--- src/rtl/stopwatch_ctrl_pkg.sv ---
// Shared types for the mm:ss stopwatch controller: FSM states, edit field,
// button pulse bundle and the one-hot priority decode applied to it.
package stopwatch_ctrl_pkg;

    typedef enum logic [1:0] {
        ST_IDLE  = 2'd0,
        ST_RUN   = 2'd1,
        ST_PAUSE = 2'd2,
        ST_ADJ   = 2'd3
    } state_t;

    typedef enum logic {
        FIELD_SEC = 1'b0,
        FIELD_MIN = 1'b1
    } field_t;

    localparam int BLANK_TENS_MIN = 3;
    localparam int BLANK_ONES_MIN = 2;
    localparam int BLANK_TENS_SEC = 1;
    localparam int BLANK_ONES_SEC = 0;

    typedef struct packed {
        logic clear;
        logic adjust;
        logic start_stop;
        logic sel;
        logic inc;
    } pulses_t;

    function automatic logic [3:0] field_mask(field_t f);
        logic [3:0] m;
        m = '0;
        if (f == FIELD_MIN) begin
            m[BLANK_TENS_MIN] = 1'b1;
            m[BLANK_ONES_MIN] = 1'b1;
        end else begin
            m[BLANK_TENS_SEC] = 1'b1;
            m[BLANK_ONES_SEC] = 1'b1;
        end
        return m;
    endfunction

    // Keep only the highest-priority pulse; everything below it is dropped.
    function automatic pulses_t prio_decode(pulses_t raw);
        pulses_t d;
        d = '0;
        if (raw.clear)           d.clear      = 1'b1;
        else if (raw.adjust)     d.adjust     = 1'b1;
        else if (raw.start_stop) d.start_stop = 1'b1;
        else if (raw.sel)        d.sel        = 1'b1;
        else if (raw.inc)        d.inc        = 1'b1;
        return d;
    endfunction

endpackage

--- src/rtl/stopwatch_ctrl_if.sv ---
// Button pulses in, display digits/blank/status out. The button side is the
// master; the controller is the slave.
interface stopwatch_ctrl_if;
    logic       start_stop;
    logic       clear;
    logic       adjust;
    logic       sel;
    logic       inc;
    logic [3:0] tens_minutes;
    logic [3:0] ones_minutes;
    logic [3:0] tens_seconds;
    logic [3:0] ones_seconds;
    logic [3:0] blank;
    logic       running;
    logic       rollover;

    modport master (
        output start_stop, clear, adjust, sel, inc,
        input  tens_minutes, ones_minutes, tens_seconds, ones_seconds,
        input  blank, running, rollover
    );

    modport slave (
        input  start_stop, clear, adjust, sel, inc,
        output tens_minutes, ones_minutes, tens_seconds, ones_seconds,
        output blank, running, rollover
    );
endinterface

--- src/rtl/stopwatch_ctrl_bcd_pair_counter.sv ---
// Two-digit BCD counter 00..LIMIT with synchronous clear (dominant over inc)
// and a combinational wrap flag raised on the inc that returns it to 00.
module stopwatch_ctrl_bcd_pair_counter #(
    parameter int LIMIT = 59
) (
    input  logic       clk,
    input  logic       reset,
    input  logic       inc,
    input  logic       clr,
    output logic [3:0] tens,
    output logic [3:0] ones,
    output logic       wrap
);
    localparam logic [3:0] LIM_TENS = 4'(LIMIT / 10);
    localparam logic [3:0] LIM_ONES = 4'(LIMIT % 10);

    logic at_limit;

    assign at_limit = (tens == LIM_TENS) && (ones == LIM_ONES);
    assign wrap     = inc && !clr && at_limit;

    always_ff @(posedge clk or negedge reset) begin
        if (!reset) begin
            tens <= '0;
            ones <= '0;
        end else if (clr) begin
            tens <= '0;
            ones <= '0;
        end else if (inc) begin
            if (at_limit) begin
                tens <= '0;
                ones <= '0;
            end else if (ones == 4'd9) begin
                ones <= '0;
                tens <= tens + 4'd1;
            end else begin
                ones <= ones + 4'd1;
            end
        end
    end
endmodule

--- src/rtl/stopwatch_ctrl.sv ---
// Run/pause/clear/adjust controller for the mm:ss stopwatch: FSM, 1 s prescaler,
// adjust-mode blink timer and the two BCD field counters.
//
//    state | meaning
//    ------+---------------------------------------------------
//    IDLE  | stopped after reset or clear, prescaler at 0
//    RUN   | prescaler counting, time advances every second
//    PAUSE | time and prescaler frozen
//    ADJ   | time frozen, inc/sel edit the blinking field
module stopwatch_ctrl
    import stopwatch_ctrl_pkg::*;
#(
    parameter int CLK_HZ     = 1000,
    parameter int BLINK_HALF = 250,
    parameter int MAX_MIN    = 59
) (
    input logic              clk,
    input logic              reset,
    stopwatch_ctrl_if.slave  bus
);
    localparam int PW = (CLK_HZ > 1) ? $clog2(CLK_HZ) : 1;
    localparam int BW = (BLINK_HALF > 1) ? $clog2(BLINK_HALF) : 1;
    localparam logic [PW-1:0] PRESC_LAST = PW'(CLK_HZ - 1);
    localparam logic [BW-1:0] BLINK_LOAD = BW'(BLINK_HALF - 1);

    state_t        state;
    field_t        field;
    logic [PW-1:0] presc;
    logic [BW-1:0] blink_cnt;
    logic          blink_odd;
    logic [3:0]    blank;
    logic          running;
    logic          rollover;

    pulses_t raw, act;
    logic    in_adj, sec_tick, sec_inc, sec_wrap, min_inc, min_wrap;
    logic [3:0] sec_tens, sec_ones, min_tens, min_ones;

    assign raw      = {bus.clear, bus.adjust, bus.start_stop, bus.sel, bus.inc};
    assign act      = prio_decode(raw);
    assign in_adj   = (state == ST_ADJ);
    assign sec_tick = (state == ST_RUN) && (presc == PRESC_LAST);

    // Field carries only come from real time; ADJ edits never cascade.
    assign sec_inc = sec_tick || (in_adj && act.inc && field == FIELD_SEC);
    assign min_inc = (sec_wrap && !in_adj) || (in_adj && act.inc && field == FIELD_MIN);

    stopwatch_ctrl_bcd_pair_counter #(.LIMIT(59)) u_sec (
        .clk  (clk),
        .reset(reset),
        .inc  (sec_inc),
        .clr  (act.clear),
        .tens (sec_tens),
        .ones (sec_ones),
        .wrap (sec_wrap)
    );

    stopwatch_ctrl_bcd_pair_counter #(.LIMIT(MAX_MIN)) u_min (
        .clk  (clk),
        .reset(reset),
        .inc  (min_inc),
        .clr  (act.clear),
        .tens (min_tens),
        .ones (min_ones),
        .wrap (min_wrap)
    );

    always_ff @(posedge clk or negedge reset) begin
        if (!reset) begin
            state     <= ST_IDLE;
            field     <= FIELD_SEC;
            presc     <= '0;
            blink_cnt <= '0;
            blink_odd <= 1'b0;
            blank     <= '0;
            running   <= 1'b0;
            rollover  <= 1'b0;
        end else begin
            rollover <= min_wrap && !in_adj;
            case (state)
                ST_IDLE, ST_PAUSE: begin
                    if (act.clear) begin
                        state <= ST_IDLE;
                        presc <= '0;
                    end else if (act.adjust) begin
                        state     <= ST_ADJ;
                        field     <= FIELD_SEC;
                        blink_cnt <= BLINK_LOAD;
                        blink_odd <= 1'b0;
                        blank     <= '0;
                    end else if (act.start_stop) begin
                        state   <= ST_RUN;
                        running <= 1'b1;
                    end
                end
                ST_RUN: begin
                    if (act.clear) begin
                        state   <= ST_IDLE;
                        running <= 1'b0;
                        presc   <= '0;
                    end else begin
                        // Pausing freezes the prescaler at its current phase.
                        if (sec_tick)
                            presc <= '0;
                        else if (!act.start_stop)
                            presc <= presc + 1'b1;
                        if (act.start_stop) begin
                            state   <= ST_PAUSE;
                            running <= 1'b0;
                        end
                    end
                end
                ST_ADJ: begin
                    if (act.adjust) begin
                        state <= ST_PAUSE;
                        blank <= '0;
                    end else if (act.sel || act.inc) begin
                        if (act.sel)
                            field <= (field == FIELD_SEC) ? FIELD_MIN : FIELD_SEC;
                        blink_cnt <= BLINK_LOAD;
                        blink_odd <= 1'b0;
                        blank     <= '0;
                    end else if (blink_cnt == '0) begin
                        blink_cnt <= BLINK_LOAD;
                        blink_odd <= !blink_odd;
                        blank     <= blink_odd ? 4'b0000 : field_mask(field);
                    end else begin
                        blink_cnt <= blink_cnt - 1'b1;
                        blank     <= blink_odd ? field_mask(field) : 4'b0000;
                    end
                end
                default: begin
                    state   <= ST_IDLE;
                    running <= 1'b0;
                    blank   <= '0;
                end
            endcase
        end
    end

    assign bus.tens_minutes = min_tens;
    assign bus.ones_minutes = min_ones;
    assign bus.tens_seconds = sec_tens;
    assign bus.ones_seconds = sec_ones;
    assign bus.blank        = blank;
    assign bus.running      = running;
    assign bus.rollover     = rollover;
endmodule

--- src/flat_wrapper.sv ---
// flat-port wrapper written by rule: the top's interface ports become plain ports
module stopwatch_ctrl_flat import stopwatch_ctrl_pkg::*;
#(
    parameter int CLK_HZ     = 1000,
    parameter int BLINK_HALF = 250,
    parameter int MAX_MIN    = 59
)
  (clk, reset, bus_start_stop, bus_clear, bus_adjust, bus_sel, bus_inc, bus_tens_minutes, bus_ones_minutes, bus_tens_seconds, bus_ones_seconds, bus_blank, bus_running, bus_rollover);
  stopwatch_ctrl_if bus_i ();
  input logic clk;
  input logic reset;
  input wire logic [$bits(bus_i.start_stop)-1:0] bus_start_stop;
  input wire logic [$bits(bus_i.clear)-1:0] bus_clear;
  input wire logic [$bits(bus_i.adjust)-1:0] bus_adjust;
  input wire logic [$bits(bus_i.sel)-1:0] bus_sel;
  input wire logic [$bits(bus_i.inc)-1:0] bus_inc;
  output wire logic [$bits(bus_i.tens_minutes)-1:0] bus_tens_minutes;
  output wire logic [$bits(bus_i.ones_minutes)-1:0] bus_ones_minutes;
  output wire logic [$bits(bus_i.tens_seconds)-1:0] bus_tens_seconds;
  output wire logic [$bits(bus_i.ones_seconds)-1:0] bus_ones_seconds;
  output wire logic [$bits(bus_i.blank)-1:0] bus_blank;
  output wire logic [$bits(bus_i.running)-1:0] bus_running;
  output wire logic [$bits(bus_i.rollover)-1:0] bus_rollover;
  assign bus_i.start_stop = bus_start_stop;
  assign bus_i.clear = bus_clear;
  assign bus_i.adjust = bus_adjust;
  assign bus_i.sel = bus_sel;
  assign bus_i.inc = bus_inc;
  assign bus_tens_minutes = bus_i.tens_minutes;
  assign bus_ones_minutes = bus_i.ones_minutes;
  assign bus_tens_seconds = bus_i.tens_seconds;
  assign bus_ones_seconds = bus_i.ones_seconds;
  assign bus_blank = bus_i.blank;
  assign bus_running = bus_i.running;
  assign bus_rollover = bus_i.rollover;
  stopwatch_ctrl #(.CLK_HZ(CLK_HZ), .BLINK_HALF(BLINK_HALF), .MAX_MIN(MAX_MIN)) u_core (.clk(clk), .reset(reset), .bus(bus_i));
endmodule
--- config.mk ---
export PLATFORM = sky130hd
export DESIGN_NAME = stopwatch_ctrl_flat
export DESIGN_NICKNAME = d
export VERILOG_FILES = /design/src/rtl/stopwatch_ctrl_pkg.sv /design/src/rtl/stopwatch_ctrl_if.sv /design/src/rtl/stopwatch_ctrl_bcd_pair_counter.sv /design/src/rtl/stopwatch_ctrl.sv /design/src/flat_wrapper.sv
export SDC_FILE = /design/constraint.sdc
export NUM_CORES = 1
export LEC_CHECK = 0
export BUFFER_PORTS_ARGS = -buffer_cell sky130_fd_sc_hd__buf_2
export CAP_MARGIN = 20
export CORE_UTILIZATION = 40
export DETAILED_ROUTE_END_ITERATION = 7
export PLACE_DENSITY = 0.64
export RECOVER_POWER = 50
export SETUP_SLACK_MARGIN = 0.15
export SLEW_MARGIN = 30
export SYNTH_ARGS = -nofsm -noshare
export SYNTH_HDL_FRONTEND = slang
export SYNTH_HIERARCHICAL = 1
export SYNTH_SLANG_ARGS = --single-unit
export TNS_END_PERCENT = 100
--- constraint.sdc ---
create_clock -name clk -period 3 [get_ports clk]
set_input_delay 0 -clock clk [delete_from_list [all_inputs] [get_ports clk]]
set_output_delay 0 -clock clk [all_outputs]
set_load 0.01 [all_outputs]
==> summary.txt <==
Status
  • Status: complete, but fails checks
  • Failing checks: capacitance limit, slew limit

Routing
  • Vias/cell: ~5.4
  • DR pass1 iterations: 4
  • Routed wl met2: 2.29 mm
  • Final WL: just over 5 mm
  • ANT nets after route: 0
  • Vias: between 2,000 and 2,500
  • Met3 Wirelength: 216 µm
  • Top Layer Used: met4
  • Initial DRC Count: 119
  • DRC Markers: 0
  • Wirelength per Cell: 13.7 µm
  • WL met1: 2.58 mm

Power
  • Logic pwr share: 20.5%
  • VDD IR max: 0.000217 V
  • P_sw: 0.427 mW
  • PwrDens: 463 mW/mm²
  • Sw Ratio: around 33%
  • Leakage: 1.21 nW
  • Reg power frac: 50.7%
  • Internal power: 0.887 mW
  • Clk pwr share: 28.8%

Cells and area
  • Share of cells above drive strength 1: between 15 and 20%
  • Design Area, Final: 0.00284 mm²
  • Sequential cell area: 0.00105 mm²
  • Antenna fix cells: 0
  • Core Util, Final: 50.0%
  • Multi-input gate area: 0.00131 mm²
  • Fin nets: 316
  • Area Overhead vs Synth: 17.2%
  • # fillers: 538

Yosys
  • Cell area after synthesis: 0.00242 mm²
  • Most frequent cells after synthesis: dfrtp_1, nand2_1, o21ai_0, a21oi_1, nor2_1
  • Ys flop type: dfrtp_1
  • Cell variety after synth: 49
  • EDFF count, synth: 0
  • Cell taking the most area after synthesis: dfrtp_1
  • Post-synth ARST share: between 90% and 100%
  • Synthesized instance count: 260
  • Synth warnings: 6
  • Top-count cell post-synth: dfrtp_1
  • Syn avg cell area: 9.31 µm²
  • Yosys top cell area share: 43.4%
  • Ranking of synthesized cells by area: dfrtp_1, ha_1, nand2_1
  • Mapped Nets: 276
  • Register bit count reported by yosys: 42
  • Sequential share of the synthesized area: between 40% and 50%

Clocking
  • CTS Buffer Depth: 2
  • CTS tree: yes
  • CTS sink cnt: 42
  • H-tree depth: 2
  • CTS clk-pin slew, worst paths: around 90 ps
  • CTS root buf: clkbuf_8
  • Worst skew pair latency: 300 ps
  • TritonCTS Buffers: 5

Setup path
  • Largest stage delay on the critical path: 500 ps
  • Critical Path Sink Type: flip-flop
  • CP Class: reg -> reg
  • Critical-path cell list: ha_2 > nand4_1 > or4_4 > a21oi_2 > and4b_2 > nand2_4 > nor3_2 > nand2_1 > o31ai_4 > nand4b_4 > or4_4 > a21oi_2
  • Critical path launch point type: flip-flop
  • Max FO, Critical Path: 4
  • Worst Path Arrival: between 3000 and 4000 ps
  • Slowest-stage cell, CP: or4_4
  • Required time of the critical path: 3230 ps

Floorplan
  • DIE HEIGHT: around 80 µm
  • I/O pin cnt: 29
  • Initial core utilization: 42.6%
  • Core box area: 0.00568 mm²
  • Total die area: ~0.0064 mm²
  • Std cell rows: 27
  • Die width: around 80 µm

STA
  • Finish-stage setup viols: 0
  • Clock Skew: 11.6 ps
  • Final max-slew violation count: 43
  • Fmax: 0.356 GHz
  • Relative slew slack: -52.6%
  • Worst-Margin Slew: 2290 ps
  • Final Hold Fails: 0
  • Final WS setup: around 190 ps
  • Tmin final: roughly 2800 ps
  • RSZ-0062 raised after global routing: true
  • Hold_ws: 68.2 ps
  • TNS Setup: 0 ps
  • Crit share post-route: 93.7%

GRT
  • Number of global-route vias before repair: roughly 1,900
  • Grt ovf: 0
  • Global-route wire length before repair: between 8 and 9 mm
  • GRT Util Overall: around 17%
  • Largest net degree at the start of global routing: 43
  • Initial antenna violation count: 0

Placement
  • Place WS: 97.4 ps
  • PortBufs: 28
  • Cell Area, Placed: 0.00267 mm²
  • HPWL after detailed placement: 3.50 mm
  • RePlAce Congestion: 0.756

Job
  • Max-Cap Viols: 1

Min path
  • Hold Crit Class: in -> reg
==> per-layer routing <==
| metal | vias to the layer above | track usage [%] |
|---|---|---|
| li1 | 1018 | - |
| met1 | 959 | 24.0 |
| met2 | 44 | 26.9 |
| met3 | 5 | 3.89 |
| met4 | 0 | 5.36 |
| met5 | - | 0 |
==> sequential cells by signal (all words and copies together), names as in the netlist <==
| register | count |
|---|---|
| u_core/presc | 10 |
| u_core/blink_cnt | 8 |
| u_core/u_min/ones | 4 |
| u_core/u_min/tens | 4 |
| u_core/u_sec/ones | 4 |
| u_core/u_sec/tens | 4 |
| u_core/bus.blank | 2 |
| u_core/state | 2 |
| u_core/blink_odd | 1 |
| u_core/bus.rollover | 1 |
| u_core/bus.running | 1 |
| u_core/field | 1 |
==> cell usage in the layout (no fill, tap or decap), types with 2 or more instances in the layout <==
cell / n
a21boi_0: 5
a21boi_1: 2
a21oi_1: 15
a21oi_2: 2
a22o_1: 3
a31oi_1: 2
and3_1: 2
and4b_2: 2
buf_2: 16
buf_4: 14
clkbuf_1: 12
clkbuf_8: 5
dfrtp_1: 42
ha_1: 8
inv_1: 15
mux2_2: 2
mux2i_1: 2
nand2_1: 26
nand2b_1: 3
nand3_1: 11
nand3b_1: 7
nand4_1: 3
nand4b_1: 4
nor2_1: 16
nor2b_1: 3
nor3_1: 5
nor4_1: 2
o21ai_0: 17
o31ai_1: 8
o32ai_1: 2
or3_1: 5
or4_1: 4
or4_4: 3
xnor2_1: 5
xor2_1: 6
==> stage by stage <==
step	power, mW	cells
after floorplan	0.867	260
after global placement	0.936	357
after detailed placement	0.940	357
after CTS	1.33	370
after global routing	1.40	373
final	1.31	373
==> power by group through the flow <==
stage	logic (mW)	registers, mW	clock network [mW]
finish	0.269	0.666	0.379
global route	0.304	0.673	0.420
CTS	0.272	0.665	0.398
detailed placement	0.263	0.677	0
global placement	0.259	0.676	0
floorplan	0.203	0.664	0
==> cell type report <==
cell class / instances / area share [%]
multi-input combinational: 193 / 46.0
sequential: 42 / 37.1
timing repair buffer: 43 / 8.47
tap: 72 / 3.18
clock buffer: 5 / 2.43
inverter: 15 / 1.99
clock inverter: 3 / 0.882
==> worst paths after layout <==
check	from	end	slack, ps	depth (start not counted)
min reg2reg	u_core/blink_odd$_DFFE_PN0P_	u_core/blink_odd$_DFFE_PN0P_	530	1
min in group asynchronous	reset	u_core/blink_cnt[7]$_DFFE_PN0P_	910	2
max	u_core/presc[1]$_DFFE_PN0P_	u_core/u_min/tens[3]$_DFFE_PN0P_	190	12
max in group asynchronous	reset	u_core/presc[9]$_DFFE_PN0P_	770	2
min	bus_adjust	u_core/state[0]$_DFFE_PN0P_	70	3
max reg2reg	u_core/presc[1]$_DFFE_PN0P_	u_core/u_min/tens[3]$_DFFE_PN0P_	190	12
==> cell families (layout without fill, tap and decap cells) <==
logic type / Yosys count / in the layout / share of synthesized area [%]
buffers and inverters: 25 / 66 / 4.91
AND/OR/NAND/NOR: 103 / 103 / 23.8
multiplexers: 4 / 4 / 1.76
XOR/XNOR: 11 / 11 / 3.98
adder cells (fa/ha/maj): 9 / 9 / 4.65
AO/OA/AOI/OAI: 66 / 66 / 17.4
flip-flops: 42 / 42 / 43.4
==> what timing repair did <==
action                                 CTS  global route
cloned                                   0             0
endpoints found under the hold margin   42             0
resized for setup                        0             7
setup endpoints to repair                2             6
hold buffers                             1             0
pin swaps                                0             7
setup buffers                            4             3
==> critical path, delay by kind of cell (launching register included) <==
| kind | cells | cell delay, ps |
|---|---|---|
| AOI/OAI and AO/OA | 3 | 380 |
| and+or+nand+nor | 8 | 1790 |
| DFF | 1 | 360 |
| adders and majority gates | 1 | 200 |
No activity file was read; power rests on OpenSTA's default activity.
